==> config.mk <==
export PLATFORM = sky130hd
export DESIGN_NAME = down_interval_timer
export DESIGN_NICKNAME = d
export VERILOG_FILES = /design/src/rtl/timer_pkg.sv /design/src/rtl/down_counter_4bit.sv /design/src/rtl/down_interval_timer.sv
export SDC_FILE = /design/constraint.sdc
export NUM_CORES = 1
export LEC_CHECK = 0
export ABC_AREA = 1
export CORE_MARGIN = 2
export CORE_UTILIZATION = 60
export CTS_BUF_LIST = sky130_fd_sc_hd__clkbuf_16
export CTS_CLUSTER_DIAMETER = 60
export DETAILED_ROUTE_END_ITERATION = 12
export DONT_BUFFER_PORTS = 1
export GPL_ROUTABILITY_DRIVEN = 0
export PLACE_DENSITY = 0.82
export SLEW_MARGIN = 10
export SYNTH_ARGS = -nofsm -noshare
export SYNTH_HDL_FRONTEND = slang
export SYNTH_HIERARCHICAL = 1
export SYNTH_SLANG_ARGS = --single-unit
==> constraint.sdc <==
create_clock -name clk -period 2.9 [get_ports clk]
set_input_delay 0.29 -clock clk [delete_from_list [all_inputs] [get_ports clk]]
set_output_delay 0.29 -clock clk [all_outputs]
set_load 0.005 [all_outputs]
==> src/rtl/timer_pkg.sv <==
// Shared types and constants for the down-counting interval timer.
// Latency: n/a (declarations only).
// Backpressure: n/a.
// Contents:
//   state_t   - IDLE / RUN controller state
//   NIBBLE_W  - width of one counter slice
//   nib_zero  - helper that flags an all-zero slice value
package timer_pkg;

    localparam int NIBBLE_W = 4;

    typedef enum logic {
        IDLE = 1'b0,
        RUN  = 1'b1
    } state_t;

    // True when a slice value is zero. The borrow chain is built from this test.
    function automatic logic nib_zero(input logic [NIBBLE_W-1:0] v);
        return (v == '0);
    endfunction

endpackage

==> src/rtl/down_counter_4bit.sv <==
// One 4-bit slice of the ripple down-counter with borrow propagation.
// Latency: load or decrement is visible one cycle after the enabling edge.
// Backpressure: none; the slice acts every cycle its enables are high.
// Ports:
//   clk, rst   - clock and asynchronous active-high reset
//   load       - parallel load of par_in (wins over decrement)
//   dec_en     - global decrement permission from the controller
//   bin        - borrow in: all lower slices are zero (slice 0: run enable)
//   par_in     - parallel load value
//   par_out    - current slice value
//   bout       - borrow out: bin and this slice is zero
module down_counter_4bit
    import timer_pkg::*;
(
    input  logic                clk,
    input  logic                rst,
    input  logic                load,
    input  logic                dec_en,
    input  logic                bin,
    input  logic [NIBBLE_W-1:0] par_in,
    output logic [NIBBLE_W-1:0] par_out,
    output logic                bout
);

    logic [NIBBLE_W-1:0] cnt_q;
    logic [NIBBLE_W-1:0] cnt_d;

    always_comb begin
        cnt_d = cnt_q;
        if (load) begin
            cnt_d = par_in;
        end else if (dec_en && bin) begin
            // A zero slice wraps to 0xF; that is exactly the borrow into
            // this slice being passed further up the chain.
            cnt_d = cnt_q - {{(NIBBLE_W-1){1'b0}}, 1'b1};
        end
    end

    always_ff @(posedge clk or posedge rst) begin
        if (rst) begin
            cnt_q <= '0;
        end else begin
            cnt_q <= cnt_d;
        end
    end

    assign par_out = cnt_q;
    assign bout    = bin & nib_zero(cnt_q);

endmodule

==> src/rtl/down_interval_timer.sv <==
// Programmable down-counting interval timer: load N, count to 0, pulse tick.
// Latency: count=N one cycle after start is sampled; tick N cycles later.
// Backpressure: none; stop aborts a run, optional pause freezes it.
// Ports:
//   clk, rst     - clock and asynchronous active-high reset
//   start        - load load_val and run (level sampled each edge)
//   stop         - abort run, priority over start
//   auto_reload  - 1 = periodic, 0 = one-shot (sampled at terminal count)
//   load_val     - period N; N = 0 is never started/reloaded
//   pause        - only with TIMER_PAUSE_EN: freeze a run in place
//   count        - registered counter value
//   busy         - registered, high while running
//   tick         - registered one-cycle pulse coincident with count reaching 0
// Optional feature macro: TIMER_PAUSE_EN adds the pause input.
module down_interval_timer
    import timer_pkg::*;
#(
    parameter int NIBBLES = 2
) (
    input  logic                         clk,
    input  logic                         rst,
    input  logic                         start,
    input  logic                         stop,
    input  logic                         auto_reload,
    input  logic [NIBBLE_W*NIBBLES-1:0]  load_val,
`ifdef TIMER_PAUSE_EN
    input  logic                         pause,
`endif
    output logic [NIBBLE_W*NIBBLES-1:0]  count,
    output logic                         busy,
    output logic                         tick
);

    localparam int W = NIBBLE_W * NIBBLES;

    state_t state_q;
    logic   busy_q;
    logic   tick_q;

    logic   pause_w;
    logic   lv_nz_w;
    logic   cnt_zero_w;
    logic   cnt_one_w;
    logic   load_w;
    logic   dec_ok_w;

    // borrow_w[k] is the borrow into slice k; borrow_w[NIBBLES] is high only
    // when running with every slice at zero, i.e. the terminal count.
    logic [NIBBLES:0] borrow_w;

`ifdef TIMER_PAUSE_EN
    assign pause_w = pause;
`else
    assign pause_w = 1'b0;
`endif

    assign lv_nz_w     = |load_val;
    assign borrow_w[0] = busy_q;
    assign cnt_zero_w  = borrow_w[NIBBLES];
    assign cnt_one_w   = (count == {{(W-1){1'b0}}, 1'b1});

    // Slice control. Priority inside RUN: stop, start, pause, terminal, count.
    always_comb begin
        load_w   = 1'b0;
        dec_ok_w = 1'b0;
        if (state_q == IDLE) begin
            load_w = start && !stop && lv_nz_w;
        end else if (!stop) begin
            if (start) begin
                load_w = lv_nz_w;
            end else if (!pause_w) begin
                if (cnt_zero_w) begin
                    load_w = auto_reload && lv_nz_w;
                end else begin
                    dec_ok_w = 1'b1;
                end
            end
        end
    end

    genvar k;
    generate
        for (k = 0; k < NIBBLES; k++) begin : g_slice
            down_counter_4bit u_slice (
                .clk     (clk),
                .rst     (rst),
                .load    (load_w),
                .dec_en  (dec_ok_w),
                .bin     (borrow_w[k]),
                .par_in  (load_val[k*NIBBLE_W +: NIBBLE_W]),
                .par_out (count[k*NIBBLE_W +: NIBBLE_W]),
                .bout    (borrow_w[k+1])
            );
        end
    endgenerate

    // Controller FSM with registered busy/tick. The slices mirror the same
    // decision through load_w/dec_ok_w so count and tick move together.
    always_ff @(posedge clk or posedge rst) begin
        if (rst) begin
            state_q <= IDLE;
            busy_q  <= 1'b0;
            tick_q  <= 1'b0;
        end else begin
            tick_q <= 1'b0;
            case (state_q)
                IDLE: begin
                    if (start && !stop && lv_nz_w) begin
                        state_q <= RUN;
                        busy_q  <= 1'b1;
                    end
                end
                RUN: begin
                    if (stop) begin
                        state_q <= IDLE;
                        busy_q  <= 1'b0;
                    end else if (start) begin
                        // Restart; a zero period cannot run, so drop to idle.
                        if (!lv_nz_w) begin
                            state_q <= IDLE;
                            busy_q  <= 1'b0;
                        end
                    end else if (pause_w) begin
                        state_q <= RUN;
                    end else if (cnt_zero_w) begin
                        // The terminal-0 cycle lasts one cycle: reload or retire.
                        if (!(auto_reload && lv_nz_w)) begin
                            state_q <= IDLE;
                            busy_q  <= 1'b0;
                        end
                    end else begin
                        // Stepping 1 -> 0: tick lands with count == 0.
                        tick_q <= cnt_one_w;
                    end
                end
                default: begin
                    state_q <= IDLE;
                    busy_q  <= 1'b0;
                end
            endcase
        end
    end

    assign busy = busy_q;
    assign tick = tick_q;

endmodule

==> impl_metrics.py, run 1 <==
metrics = {
    "status": {
        "status": "finished, final reports clean",
    },
    "finish": {
        "area_growth_pct": 12.8,
        "layout_commonest_cell": "nand2_1",
        "final_core_util_pct": 73.1,
        "final_area_um2": 951,
        "most-common-layout-cells": "nand2_1, inv_1, nand3_1",
        "num-nets-final": 153,
        "n_antenna_cell": 0,
        "layout.cells.non_filler": 150,
        "drive_gt1_share_pct": 13.3,
    },
    "die": {
        "fp.dieArea_um2": 1720,
        "die_h_um": 41.5,
        "ios": 23,
        "die_x_um": 41.5,
        "core_area_um2": 1300,
        "start_util_pct": 64.8,
        "rows": 13,
    },
    "timing": {
        "fin_crit_sh_pct": 80.1,
        "fin_ws_ns": 0.577,
        "rsz0062_at_grt": "no",
        "fin_crit_ns": 2.32,
        "slew_headroom_pct": 71.6,
        "drv_slew": 0,
        "hold_ws_ns": 0.231,
        "tns_ns": 0,
        "max_freq_mhz": 430,
        "hold_viol": 0,
        "fin_skew_ns": 0.000530,
        "worst_pin_slew_ns": 0.425,
        "setup-violations-final": 0,
    },
    "detailed_routing": {
        "wl_mm": 1.74,
        "dr.pass1.iters": 6,
        "num_vias": 807,
        "wl_per_cell_um": 11.6,
        "antenna_left": 0,
        "dr.first_iter.drc_count": 36,
        "via_per_inst": 5.38,
        "drcViolationCount": 0,
    },
    "worst_setup_path": {
        "cp.required_ns": 3.02,
        "arrival_ns": 2.44,
        "critical_path_class": "flop to flop",
        "critPathMaxFanout": 14,
        "crit_path_start_kind": "flop",
        "reg2regPathDepth": 15,
        "startpoint": "g_slice[0].u_slice/par_out[0]",
        "end_kind": "flop",
        "r2r-start": "g_slice[0].u_slice/par_out[0]",
    },
    "grt": {
        "grtUsageTotal_pct": 22.1,
        "grt_max_degree": 15,
        "grt_pass1_vias": 677,
        "grt-ovfl-total": 0,
        "grt_pass1_wl_mm": 2.86,
        "antenna_found_initial": 0,
    },
    "power": {
        "finalPower_mw": 0.735,
        "vdd_ir_drop_max_v": 0.000291,
        "p_leak_nw": 0.529,
        "power_density_nw_per_um2": 773,
    },
    "place": {
        "io_buffers": 0,
        "post-place-cells": 145,
        "dp_hpwl_mm": 1.30,
        "place_area_um2": 862,
        "dp_slack_ns": 0.637,
    },
    "yosys": {
        "ys_seq_area_share_pct": 32.6,
        "syn_avg_cell_area_um2": 6.49,
        "synth_top_area_share_pct": 32.6,
        "netlist_area_um2": 843,
        "synthCells": 130,
        "synth_area_leaders": "dfrtp_1, nand2_1, inv_1",
        "synth_top_area_cell": "dfrtp_1",
        "syn-num-nets": 147,
        "ys_ff_latch": 11,
        "ys_types": 19,
        "yosys_warnings": 6,
    },
    "clock_tree": {
        "cts_buffer_depth": 2,
        "cts_inserted_buffers": 3,
        "cts_setup_buffers": 0,
        "cts_tree": "yes",
        "clk_latency_ns": 0.23,
        "ctsRootBufferMaster": "clkbuf_16",
        "cts_max_level": 1,
        "cts_sinks": 11,
        "clk_pin_slew_worst_paths_ns": 0.04,
    },
    "flow_run": {
        "cap_violations": 0,
    },
    "worst_hold_path": {
        "whs_path_depth": 2,
        "min_path_type": "input port to flop",
        "worstHoldStart": "load_val[4]",
    },
}
-- path summary, 6_finish.rpt --
kind / end / slack (ns)
max: g_slice[1].u_slice/par_out[3] / 0.58
min: g_slice[1].u_slice/par_out[0] / 0.23
max reg2reg: g_slice[1].u_slice/par_out[3] / 0.58
min reg2reg: tick / 0.57
max in group asynchronous: g_slice[1].u_slice/par_out[2] / 2.32
min in group asynchronous: state_q / 0.42
-- cells in the mapped netlist --
cell type / count
dfrtp_1: 11
nand2_1: 40
ha_1: 4
o211ai_1: 2
nand2_2: 3
or2_4: 1
o21ai_0: 4
nor2_2: 2
nor3_1: 2
nand2_4: 2
and2_1: 2
inv_2: 5
nand3_2: 1
nor2_1: 11
o21ai_2: 1
inv_1: 24
nand3_1: 12
nand4_1: 1
nor4_1: 2
-- power breakdown --
| group | switching, mW | total, mW | internal [mW] | leakage, nW |
|---|---|---|---|---|
| registers | 0.0738 | 0.272 | 0.198 | 0.138 |
| clock network | 0.0616 | 0.242 | 0.180 | 0.0423 |
| logic | 0.136 | 0.221 | 0.0852 | 0.349 |
| total | 0.272 | 0.735 | 0.464 | 0.529 |
-- timing repair --
action / CTS / global route
endpoints found under the setup margin: 0 / 0
hold endpoints to repair: 11 / 0
gates resized for setup: 0 / 0
hold buffers: 1 / 0
-- registers in the layout, summed over array words and instances, names as in the netlist --
register                 flops
state_q                      1
busy                         1
tick                         1
g_slice.u_slice/par_out      8
-- routing by layer --
metal	track usage [%]	share of wire (%)	up-vias	routed length [µm]
li1	-	-	412	-
met1	29.1	49	351	846
met5	0	0	-	0
met4	9.68	1.7	0	29
met3	6.96	7.1	4	123
met2	33.1	43	40	741
-- area by class of cell --
| class | instances | area [µm²] |
|---|---|---|
| inverters | 29 | 109 |
| clock inverters | 1 | 3.75 |
| well taps | 15 | 18.8 |
| repair buffers | 1 | 10.0 |
| clock buffers | 3 | 75.1 |
| fillers | 95 | 350 |
| flip-flops and latches | 11 | 275 |
| multi-input cells | 90 | 459 |
-- worst max-delay path: stages, from the launching register on --
cell and delay (ns):
dfrtp_1 0.40, inv_1 0.17, ha_1 0.17, nand2_1 0.05, nor3_1 0.18, nand2_1 0.08, nor3_1 0.21, nand2_1 0.08
nand2_1 0.06, nand4_1 0.09, nand2_1 0.34, inv_2 0.12, nand3_1 0.10, nand2_1 0.06, inv_1 0.05, nand2_1 0.05
-- logic make-up after synthesis --
group / share of synthesized area [%]
flops: 32.6
simple gates: 43.3
fa+ha+maj: 5.93
buf+inv: 12.9
compound gates: 5.19
Note: power is estimated with default switching activity, not from simulation.
==> inputs of run 2 (changes only) <==
Settings changed: CORE_UTILIZATION 60 to 54, PLACE_DENSITY 0.82 to 0.78.
Clock period 2.9 ns to 2.05 ns, I/O delays scaled along.
==> run 2 against run 1 <==
Compared with the run above:
- clock power rose by 48%
- non-clock buffer count rose by 13
- via count grew 7.6%
- sequential share of layout area is 4.5 points lower
- die area is 10% higher
- first-iteration DRC count decreased by 50%
- register-to-register slack lost 0.66 ns
- combinational power grew to 2.5 times the previous value
- fmax up 9.1%
- the run now ends with setup timing left
- cell count is 9.3% higher
- sequential power up 32%
- setup slack got worse by 0.66 ns
==> impl_metrics.py, run 2 (synthesized netlist as in run 1, its figures left out) <==
metrics = {
    "worst_setup_path": {
        "end_kind": "flop",
        "reg2regPathDepth": 15,
        "r2r-end": "g_slice[1].u_slice/par_out[1]",
        "reg2reg_slack_ns": -0.08,
        "crit_path_start_kind": "flop",
        "path_common_cell": "nand2_1",
        "critical_path_class": "flop to flop",
        "cp.required_ns": 2.21,
        "r2r-start": "g_slice[0].u_slice/par_out[0]",
        "crit_chain": "inv_2 -> ha_4 -> nand2_4 -> nor3_4 -> nand2_1 -> nor3_2 -> nand2_1 -> nand2_1 -> nand4_1 -> nand2_2 -> buf_6 -> nand2_1 -> o21ai_1 -> nand2_1 -> o21ai_1",
        "arrival_ns": 2.29,
        "max_stage_delay_ns": 0.40,
        "critPathMaxFanout": 7,
        "slowest_stage": "dfrtp_1",
    },
    "detailed_routing": {
        "wl_per_cell_um": 13.7,
        "num_vias": 868,
        "via_per_inst": 5.29,
        "dr.pass1.iters": 4,
        "dr.first_iter.drc_count": 18,
        "wl_mm": 2.25,
        "drcViolationCount": 0,
        "antenna_left": 0,
    },
    "grt": {
        "antenna_found_initial": 0,
        "grt_pass1_vias": 776,
        "grtUsageMet1_pct": 30.4,
        "grt.busiest_layer": "met2",
        "gr-usage-met2_pct": 34.0,
        "use_met3_pct": 5.83,
        "grt-ovfl-total": 0,
        "grtUsageTotal_pct": 22.6,
        "grt_pass1_wl_mm": 3.13,
        "grt_max_degree": 8,
    },
    "flow_run": {
        "cap_violations": 0,
    },
    "worst_hold_path": {
        "whs_endpoint": "g_slice[0].u_slice/par_out[0]",
        "whs_path_depth": 2,
        "worstHoldStart": "load_val[0]",
        "min_path_type": "input port to flop",
    },
    "die": {
        "core_area_um2": 1490,
        "rows": 14,
        "fp.dieArea_um2": 1890,
        "die_x_um": 43.5,
        "start_util_pct": 56.6,
        "die_h_um": 43.5,
        "ios": 23,
    },
    "timing": {
        "fin_ws_ns": -0.0784,
        "fin_crit_ns": 2.13,
        "fin_skew_ns": 0.00285,
        "drv_slew": 0,
        "rsz0062_at_grt": "yes",
        "slew_headroom_pct": 82.9,
        "hold_ws_ns": 0.133,
        "max_freq_mhz": 470,
        "worst_pin_slew_ns": 0.254,
        "setup-violations-final": 8,
        "hold_viol": 0,
        "fin_crit_sh_pct": 104,
    },
    "clock_tree": {
        "clk_latency_ns": 0.24,
        "cts_sinks": 11,
        "cts_buffer_depth": 2,
        "cts_inserted_buffers": 3,
        "ctsRootBufferMaster": "clkbuf_16",
        "clk_pin_slew_worst_paths_ns": 0.04,
        "cts_max_level": 1,
        "cts_tree": "yes",
    },
    "place": {
        "dp_hpwl_mm": 1.49,
        "io_buffers": 0,
        "place_area_um2": 946,
    },
    "power": {
        "power_density_nw_per_um2": 1130,
        "p_leak_nw": 0.611,
        "vdd_ir_drop_max_v": 0.000613,
    },
    "finish": {
        "multi_input_area_um2": 517,
        "largest_reg_flops": 8,
        "n_fill_cell": 121,
        "layout_commonest_cell": "nand2_1",
        "most-common-layout-cells": "nand2_1, inv_1, nor2_1, dfrtp_1, buf_4",
        "drive_gt1_share_pct": 29.7,
        "num-nets-final": 166,
        "final_area_um2": 1120,
        "n_antenna_cell": 0,
        "area_growth_pct": 33.4,
        "seqCellArea_um2": 275,
    },
    "status": {
        "status": "finished, violations left",
        "violations": "setup timing",
    },
}
run 2: worst max-delay path, delay by kind of cell, from the launching register on:
family | cells | cell delay [ns]
and+or+nand+nor | 10 | 1.11
buffers and inverters | 2 | 0.23
DFF | 1 | 0.40
adders and majority gates | 1 | 0.14
AOI/OAI and AO/OA | 2 | 0.16
run 2: through the flow:
step | TNS [ns] | total power [mW] | setup slack, ns | cells | util (%)
2_1_floorplan | 0 | 0.611 | 0.0121 | 130 | -
5_1_grt | -1.27 | 1.36 | -0.175 | 164 | 75.5
6_report | -0.462 | 1.28 | -0.0784 | 164 | 75.5
4_1_cts | 0 | 1.14 | 0.0107 | 162 | 69.8
3_3_place_gp | 0 | 0.756 | 0.0166 | 157 | 63.5
3_5_place_dp | -0.118 | 0.774 | -0.0398 | 157 | 63.5
run 2: final cells by class:
class	count	share of cell area, %
multi-input cells	90	45.9
inverters	29	10.6
flip-flops and latches	11	24.5
repair buffers	14	10.2
well taps	16	1.78
clock buffers	3	6.67
clock inverters	1	0.334
run 2: layer usage:
metal  wire length, µm  vias up
met1               987      399
met4                45        0
met3               138        6
met5                 0        -
met2              1080       31
li1                  -      432
run 2: repair_timing:
action / 4_1_cts / 5_1_grt
setup buffers: 0 / 2
pin swaps: 0 / 12
gates resized for setup: 1 / 25
hold buffers: 1 / 0
hold endpoints to repair: 11 / 0
setup endpoints to repair: 7 / 8
run 2: worst max-delay path by stage:
stage          cells after the start                             to  slack [ns]                           from
6_report                          15  g_slice[1].u_slice/par_out[1]       -0.08  g_slice[0].u_slice/par_out[0]
3_3_place_gp                      16  g_slice[1].u_slice/par_out[3]        0.02  g_slice[0].u_slice/par_out[0]
2_1_floorplan                     15  g_slice[0].u_slice/par_out[3]        0.01  g_slice[0].u_slice/par_out[0]
4_1_cts                           16  g_slice[0].u_slice/par_out[3]        0.01  g_slice[0].u_slice/par_out[1]
3_5_place_dp                      16  g_slice[0].u_slice/par_out[3]       -0.04  g_slice[0].u_slice/par_out[1]
5_1_grt                           15  g_slice[1].u_slice/par_out[1]       -0.17  g_slice[0].u_slice/par_out[1]
run 2: report_power, final:
group          internal [mW]  leakage, nW  switching, mW  total (mW)
combinational          0.250        0.431          0.310       0.560
clock                  0.256       0.0423          0.102       0.358
sequential             0.281        0.138         0.0776       0.358
total                  0.787        0.611          0.489        1.28
